### src/rtl/rv_ctrl_pkg.sv
// rv_ctrl_pkg: shared opcodes, state/class enums and control encodings for the
// RV32 multi-cycle control path.
package rv_ctrl_pkg;
   localparam logic [6:0] OP_R     = 7'b0110011;
   localparam logic [6:0] OP_IALU  = 7'b0010011;
   localparam logic [6:0] OP_LOAD  = 7'b0000011;
   localparam logic [6:0] OP_STORE = 7'b0100011;

   localparam logic [1:0] ALU_OP_ADD = 2'b00;
   localparam logic [1:0] ALU_OP_R   = 2'b10;
   localparam logic [1:0] ALU_OP_I   = 2'b11;

   localparam logic [1:0] CAUSE_NONE    = 2'b00;
   localparam logic [1:0] CAUSE_ILLEGAL = 2'b01;
   localparam logic [1:0] CAUSE_IMEM    = 2'b10;
   localparam logic [1:0] CAUSE_DMEM    = 2'b11;

   typedef enum logic [2:0] {S_FETCH, S_DECODE, S_EXEC, S_MEM, S_WB, S_TRAP} state_t;
   typedef enum logic [2:0] {NONE, R, IALU, LOAD, STORE} inst_class_t;
endpackage

### src/rtl/rv_opcode_decode.sv
// rv_opcode_decode: maps a 7-bit major opcode to its instruction class;
// anything outside R/I-ALU/LOAD/STORE is illegal.
module rv_opcode_decode
   import rv_ctrl_pkg::*;
(
   input  logic [6:0]  opcode_i,
   output inst_class_t class_o,
   output logic        legal_o
);
   always_comb begin
      class_o = opcode_i == OP_R     ? R     :
                opcode_i == OP_IALU  ? IALU  :
                opcode_i == OP_LOAD  ? LOAD  :
                opcode_i == OP_STORE ? STORE : NONE;
   end

   assign legal_o = class_o != NONE;
endmodule

### src/rtl/rv_multicycle_ctrl.sv
// rv_multicycle_ctrl: multi-cycle FETCH/DECODE/EXEC/MEM/WB sequencer with memory
// timeouts, illegal-opcode trap and a retired-instruction counter.
module rv_multicycle_ctrl
   import rv_ctrl_pkg::*;
#(
   parameter int MEM_TIMEOUT = 16,
   parameter int CNT_W       = 32
) (
   input  logic             clk,
   input  logic             rst_n,
   input  logic [31:0]      inst,
   input  logic             imem_ready,
   input  logic             dmem_ready,
   output logic             imem_req,
   output logic             dmem_req,
   output logic             dmem_we,
   output logic             ir_we,
   output logic             pc_we,
   output logic             rf_we,
   output logic             alu_src_imm,
   output logic             imm_sel,
   output logic [1:0]       alu_op,
   output logic             wb_sel,
   output logic             trap,
   output logic [1:0]       trap_cause,
   output logic [CNT_W-1:0] retired
);
   localparam int WW = $clog2(MEM_TIMEOUT + 1);

   state_t           state_q, state_d;
   inst_class_t      class_q, class_d, dec_class;
   logic             dec_legal;
   logic [WW-1:0]    wait_q, wait_d;
   logic [1:0]       cause_q, cause_d;
   logic [CNT_W-1:0] retired_q, retired_d;
   logic             wait_max;
   logic             alu_phase;

   rv_opcode_decode u_dec (
      .opcode_i(inst[6:0]),
      .class_o (dec_class),
      .legal_o (dec_legal)
   );

   // A ready seen while the count sits at MEM_TIMEOUT still wins over the trap.
   assign wait_max = wait_q == WW'(MEM_TIMEOUT);

   always_ff @(posedge clk or negedge rst_n) begin
      if (!rst_n) begin
         state_q   <= S_FETCH;
         class_q   <= NONE;
         wait_q    <= '0;
         cause_q   <= CAUSE_NONE;
         retired_q <= '0;
      end else begin
         state_q   <= state_d;
         class_q   <= class_d;
         wait_q    <= wait_d;
         cause_q   <= cause_d;
         retired_q <= retired_d;
      end
   end

   always_comb begin
      state_d   = state_q;
      class_d   = class_q;
      cause_d   = cause_q;
      wait_d    = '0;
      retired_d = retired_q;
      case (state_q)
         S_FETCH: begin
            if (imem_ready) state_d = S_DECODE;
            else if (wait_max) begin
               state_d = S_TRAP;
               cause_d = CAUSE_IMEM;
            end else wait_d = wait_q + 1'b1;
         end
         S_DECODE: begin
            class_d = dec_class;
            state_d = dec_legal ? S_EXEC : S_TRAP;
            cause_d = dec_legal ? cause_q : CAUSE_ILLEGAL;
         end
         S_EXEC: state_d = (class_q == LOAD || class_q == STORE) ? S_MEM : S_WB;
         S_MEM: begin
            if (dmem_ready) begin
               state_d   = class_q == STORE ? S_FETCH : S_WB;
               retired_d = class_q == STORE ? retired_q + 1'b1 : retired_q;
            end else if (wait_max) begin
               state_d = S_TRAP;
               cause_d = CAUSE_DMEM;
            end else wait_d = wait_q + 1'b1;
         end
         S_WB: begin
            state_d   = S_FETCH;
            retired_d = retired_q + 1'b1;
         end
         default: state_d = S_TRAP;
      endcase
   end

   // rst_n gates every request/enable so a reset mid-access drops them at once.
   always_comb begin
      imem_req    = rst_n && state_q == S_FETCH;
      ir_we       = imem_req && imem_ready;
      dmem_req    = rst_n && state_q == S_MEM;
      dmem_we     = dmem_req && class_q == STORE;
      pc_we       = rst_n && (state_q == S_WB || (dmem_we && dmem_ready));
      rf_we       = rst_n && state_q == S_WB;
      wb_sel      = rf_we && class_q == LOAD;
      alu_phase   = rst_n && (state_q == S_EXEC || state_q == S_MEM);
      alu_src_imm = alu_phase && class_q != R;
      imm_sel     = alu_phase && class_q == STORE;
      alu_op      = !alu_phase       ? ALU_OP_ADD :
                    class_q == R     ? ALU_OP_R   :
                    class_q == IALU  ? ALU_OP_I   : ALU_OP_ADD;
      trap        = state_q == S_TRAP;
      trap_cause  = cause_q;
      retired     = retired_q;
   end
endmodule

### config.mk
export PLATFORM = sky130hd
export DESIGN_NAME = rv_multicycle_ctrl
export DESIGN_NICKNAME = d
export VERILOG_FILES = /design/src/rtl/rv_ctrl_pkg.sv /design/src/rtl/rv_opcode_decode.sv /design/src/rtl/rv_multicycle_ctrl.sv
export SDC_FILE = /design/constraint.sdc
export NUM_CORES = 1
export LEC_CHECK = 0
export ABC_AREA = 1
export BUFFER_PORTS_ARGS = -buffer_cell sky130_fd_sc_hd__buf_2
export CAP_MARGIN = 20
export CORE_UTILIZATION = 40
export DETAILED_ROUTE_END_ITERATION = 16
export GPL_TIMING_DRIVEN = 0
export HOLD_SLACK_MARGIN = 0.15
export PLACE_DENSITY = 0.68
export SYNTH_ARGS = -nofsm -noshare
export SYNTH_HDL_FRONTEND = slang
export SYNTH_HIERARCHICAL = 1
export SYNTH_SLANG_ARGS = --single-unit
### constraint.sdc
create_clock -name clk -period 2.5 [get_ports clk]
set_input_delay 0.5 -clock clk [delete_from_list [all_inputs] [get_ports clk]]
set_output_delay 0.5 -clock clk [all_outputs]
set_load 0.005 [all_outputs]
==> results.sh <==
export IMPL_avgSynthCellArea_um2=6.56
export IMPL_ys_ff_latch=45
export IMPL_p_total_w=0.00134
export IMPL_clockRootBuffer="clkbuf_8"
export IMPL_synth_area_leaders="dfrtp_1 (38%), nand2_1 (23%), nor2_1 (9.1%)"
export IMPL_period_needed_ps=2290
export IMPL_finish_net_count=553
export IMPL_rsz0062_at_grt="no"
export IMPL_die_area_um2=7740
export IMPL_min_path_type="input port to async pin"
export IMPL_htree_levels=2
export IMPL_dp_slack_ps=-257
export IMPL_dieWidth_um=88.0
export IMPL_critical_path_startpoint_type="input port"
export IMPL_coreArea_um2=6980
export IMPL_drv_slew=0
export IMPL_antenna_found_initial=0
export IMPL_fill_cells=723
export IMPL_area_delta_synth_final_pct=17.6
export IMPL_syn_num_nets=490
export IMPL_clk_pin_slew_ps=80
export IMPL_clk_path_buf_depth=2
export IMPL_tightest_slew_ps=599
export IMPL_hold_viol=0
export IMPL_cp_slowest_stage_delay_ps=470
export IMPL_end_kind="output pin"
export IMPL_grt_pass1_wl_um=12300
export IMPL_worst_ir_drop_vdd_mv=0.249
export IMPL_rows=30
export IMPL_grt_max_degree=48
export IMPL_tritoncts="yes"
export IMPL_slowest_stage="buf_4"
export IMPL_cts_buffers=5
export IMPL_synth_cell_type_count=30
export IMPL_cap_violations=0
export IMPL_synth_compound_area_frac=0.0410
export IMPL_num_vias=2950
export IMPL_crit_type="input port to output pin"
export IMPL_status="finished, final reports clean"
export IMPL_critical_path_buf_inv_count=3
export IMPL_synth_fa_ha_area_frac=0.0127
export IMPL_place_inst=603
export IMPL_grt_use_total=0.206
export IMPL_r2r_start="retired[0]$_DFFE_PN0P_"
export IMPL_period_share=0.914
export IMPL_drc=0
export IMPL_synthCells=451
export IMPL_yosysTopAreaCellShare=0.381
export IMPL_max_freq_ghz=0.438
export IMPL_viasPerCell=4.83
export IMPL_port_buffers=56
export IMPL_drt_iter0_markers=170
export IMPL_clock_latency_ps=300
export IMPL_ant_nets=0
export IMPL_r2r_cells=8
export IMPL_synth_xor_area_frac=0.0326
export IMPL_powerDensity_nw_per_um2=385
export IMPL_relSlewSlack=0.600
export IMPL_drt_pass1_iter_count=4
export IMPL_wl_per_cell_um=12.1
export IMPL_fin_cells=611
export IMPL_power_leakage_nw=1.74
export IMPL_grt_pass1_vias=2647
export IMPL_synth_warnings=6
export IMPL_netlist_area_um2=2960
export IMPL_num_antenna_cells=0
export IMPL_totalNegativeSetupSlack_ps=0
export IMPL_synth_top_family_by_area="simple AND/OR/NAND/NOR gates"
export IMPL_r2r_end="retired[24]$_DFFE_PN0P_"
export IMPL_drt_total_wl_um=7420
export IMPL_yosys_area_top_type="dfrtp_1"
export IMPL_ios=82
export IMPL_arrival_ps=1790
export IMPL_overflow=0
export IMPL_start_util=0.423
export IMPL_clock_sinks=45
export IMPL_crit_required_ps=2000
export IMPL_yosysSeqAreaShare=0.381
export IMPL_r2r_slack_ps=640
export IMPL_gp_congestion=0.891
export IMPL_setup_viol=0
export IMPL_die_y_um=88.0
export IMPL_layout_setup_ws_ps=215
export IMPL_critical_path_top_delay_family="buffers and inverters"
export IMPL_crit_chain="buf_4 > inv_1 > nor3_1 > nand2_1 > o21ai_0 > buf_2"
export IMPL_skew_ps=9.28
export IMPL_cp_max_fo=47
export IMPL_whs_ps=204
export IMPL_final_layout_size_suffix_gt1_frac=0.165
export IMPL_yosys_area_share_simple=0.450
export IMPL_hpwlAfterDp_um=5660
export IMPL_synthMuxAreaShare=0
[kinds of logic (layout without fill, tap and decap cells)]
| group | count (synthesis) | in the layout |
|---|---|---|
| AND/OR/NAND/NOR | 317 | 317 |
| buffers and inverters | 55 | 119 |
| flip-flops | 45 | 45 |
| AO/OA/AOI/OAI | 20 | 20 |
| XOR/XNOR | 11 | 11 |
| adder cells (fa/ha/maj) | 3 | 3 |
[state kept, by name (all words and copies together) (netlist names)]
signal	cells
class_q	3
state_q	3
retired	32
trap_cause	2
wait_q	5
[cells in the mapped netlist, drive strengths merged]
cell type	count
dfrtp	45
o21bai	1
nor2	78
nand3b	5
o21ai	12
o22a	1
inv	49
xnor2	4
ha	3
and2	1
nor3	5
nand2	185
nand3	35
a21oi	6
nand4	8
buf	6
xor2	7
[through the flow]
stage | util | instance area [um^2]
2_1_floorplan | - | 2960
3_3_place_gp | 0.481 | 3360
3_5_place_dp | 0.481 | 3360
4_1_cts | 0.498 | 3480
5_1_grt | 0.498 | 3480
6_report | 0.498 | 3480
[report_power, final]
part	internal (W)	switching (W)	total, W	leakage (nW)
clock	0.000326	0.000246	0.000572	0.0585
combinational	0.00000993	0.0000261	0.0000361	1.07
sequential	0.000728	0.00000175	0.000730	0.611
[repair_timing]
item	4_1_cts	5_1_grt
buffers inserted	0	0
endpoints found under the setup margin	4	0
hold buffers	0	0
resized for setup	1	0
[final cells by class]
type                            instances  area (um^2)  share of cell area
Clock buffer                            7         86.3              0.0248
Timing Repair Buffer                   56          283              0.0814
Buffer                                  6         57.6              0.0166
Tap cell                               96          120              0.0346
Sequential cell                        45         1130               0.324
Inverter                               49          186              0.0536
Multi-Input combinational cell        351         1590               0.456
Clock inverter                          1         30.0             0.00864
[worst max-delay path by stage]
stage,cells past startpoint,start,to
5_1_grt,6,rst_n,pc_we
4_1_cts,6,rst_n,pc_we
3_3_place_gp,6,rst_n,pc_we
3_5_place_dp,6,rst_n,pc_we
2_1_floorplan,7,class_q[1]$_DFFE_PN0P_,pc_we
6_report,6,rst_n,pc_we
[metal layers]
layer	wire, um	global-route usage	vias up
met5	0	0	-
met3	375	0.0330	5
met4	50	0.0373	0
met2	3440	0.333	71
met1	3560	0.292	1353
li1	-	-	1521
[cell usage in the layout (no fill, tap or decap), types with 2 or more instances in the layout]
| cell | n |
|---|---|
| nand4_1 | 8 |
| clkbuf_8 | 6 |
| o21ai_0 | 9 |
| nand3_1 | 33 |
| buf_6 | 4 |
| nor2_1 | 72 |
| buf_4 | 2 |
| nand2_2 | 2 |
| nor3_1 | 5 |
| nand2_1 | 182 |
| nor2_2 | 5 |
| dfrtp_1 | 45 |
| inv_2 | 2 |
| o21ai_1 | 2 |
| ha_1 | 3 |
| nand3b_1 | 5 |
| xnor2_1 | 4 |
| xor2_1 | 7 |
| inv_1 | 46 |
| a21oi_1 | 5 |
| buf_2 | 56 |
Note: power is estimated with default switching activity, not from simulation.
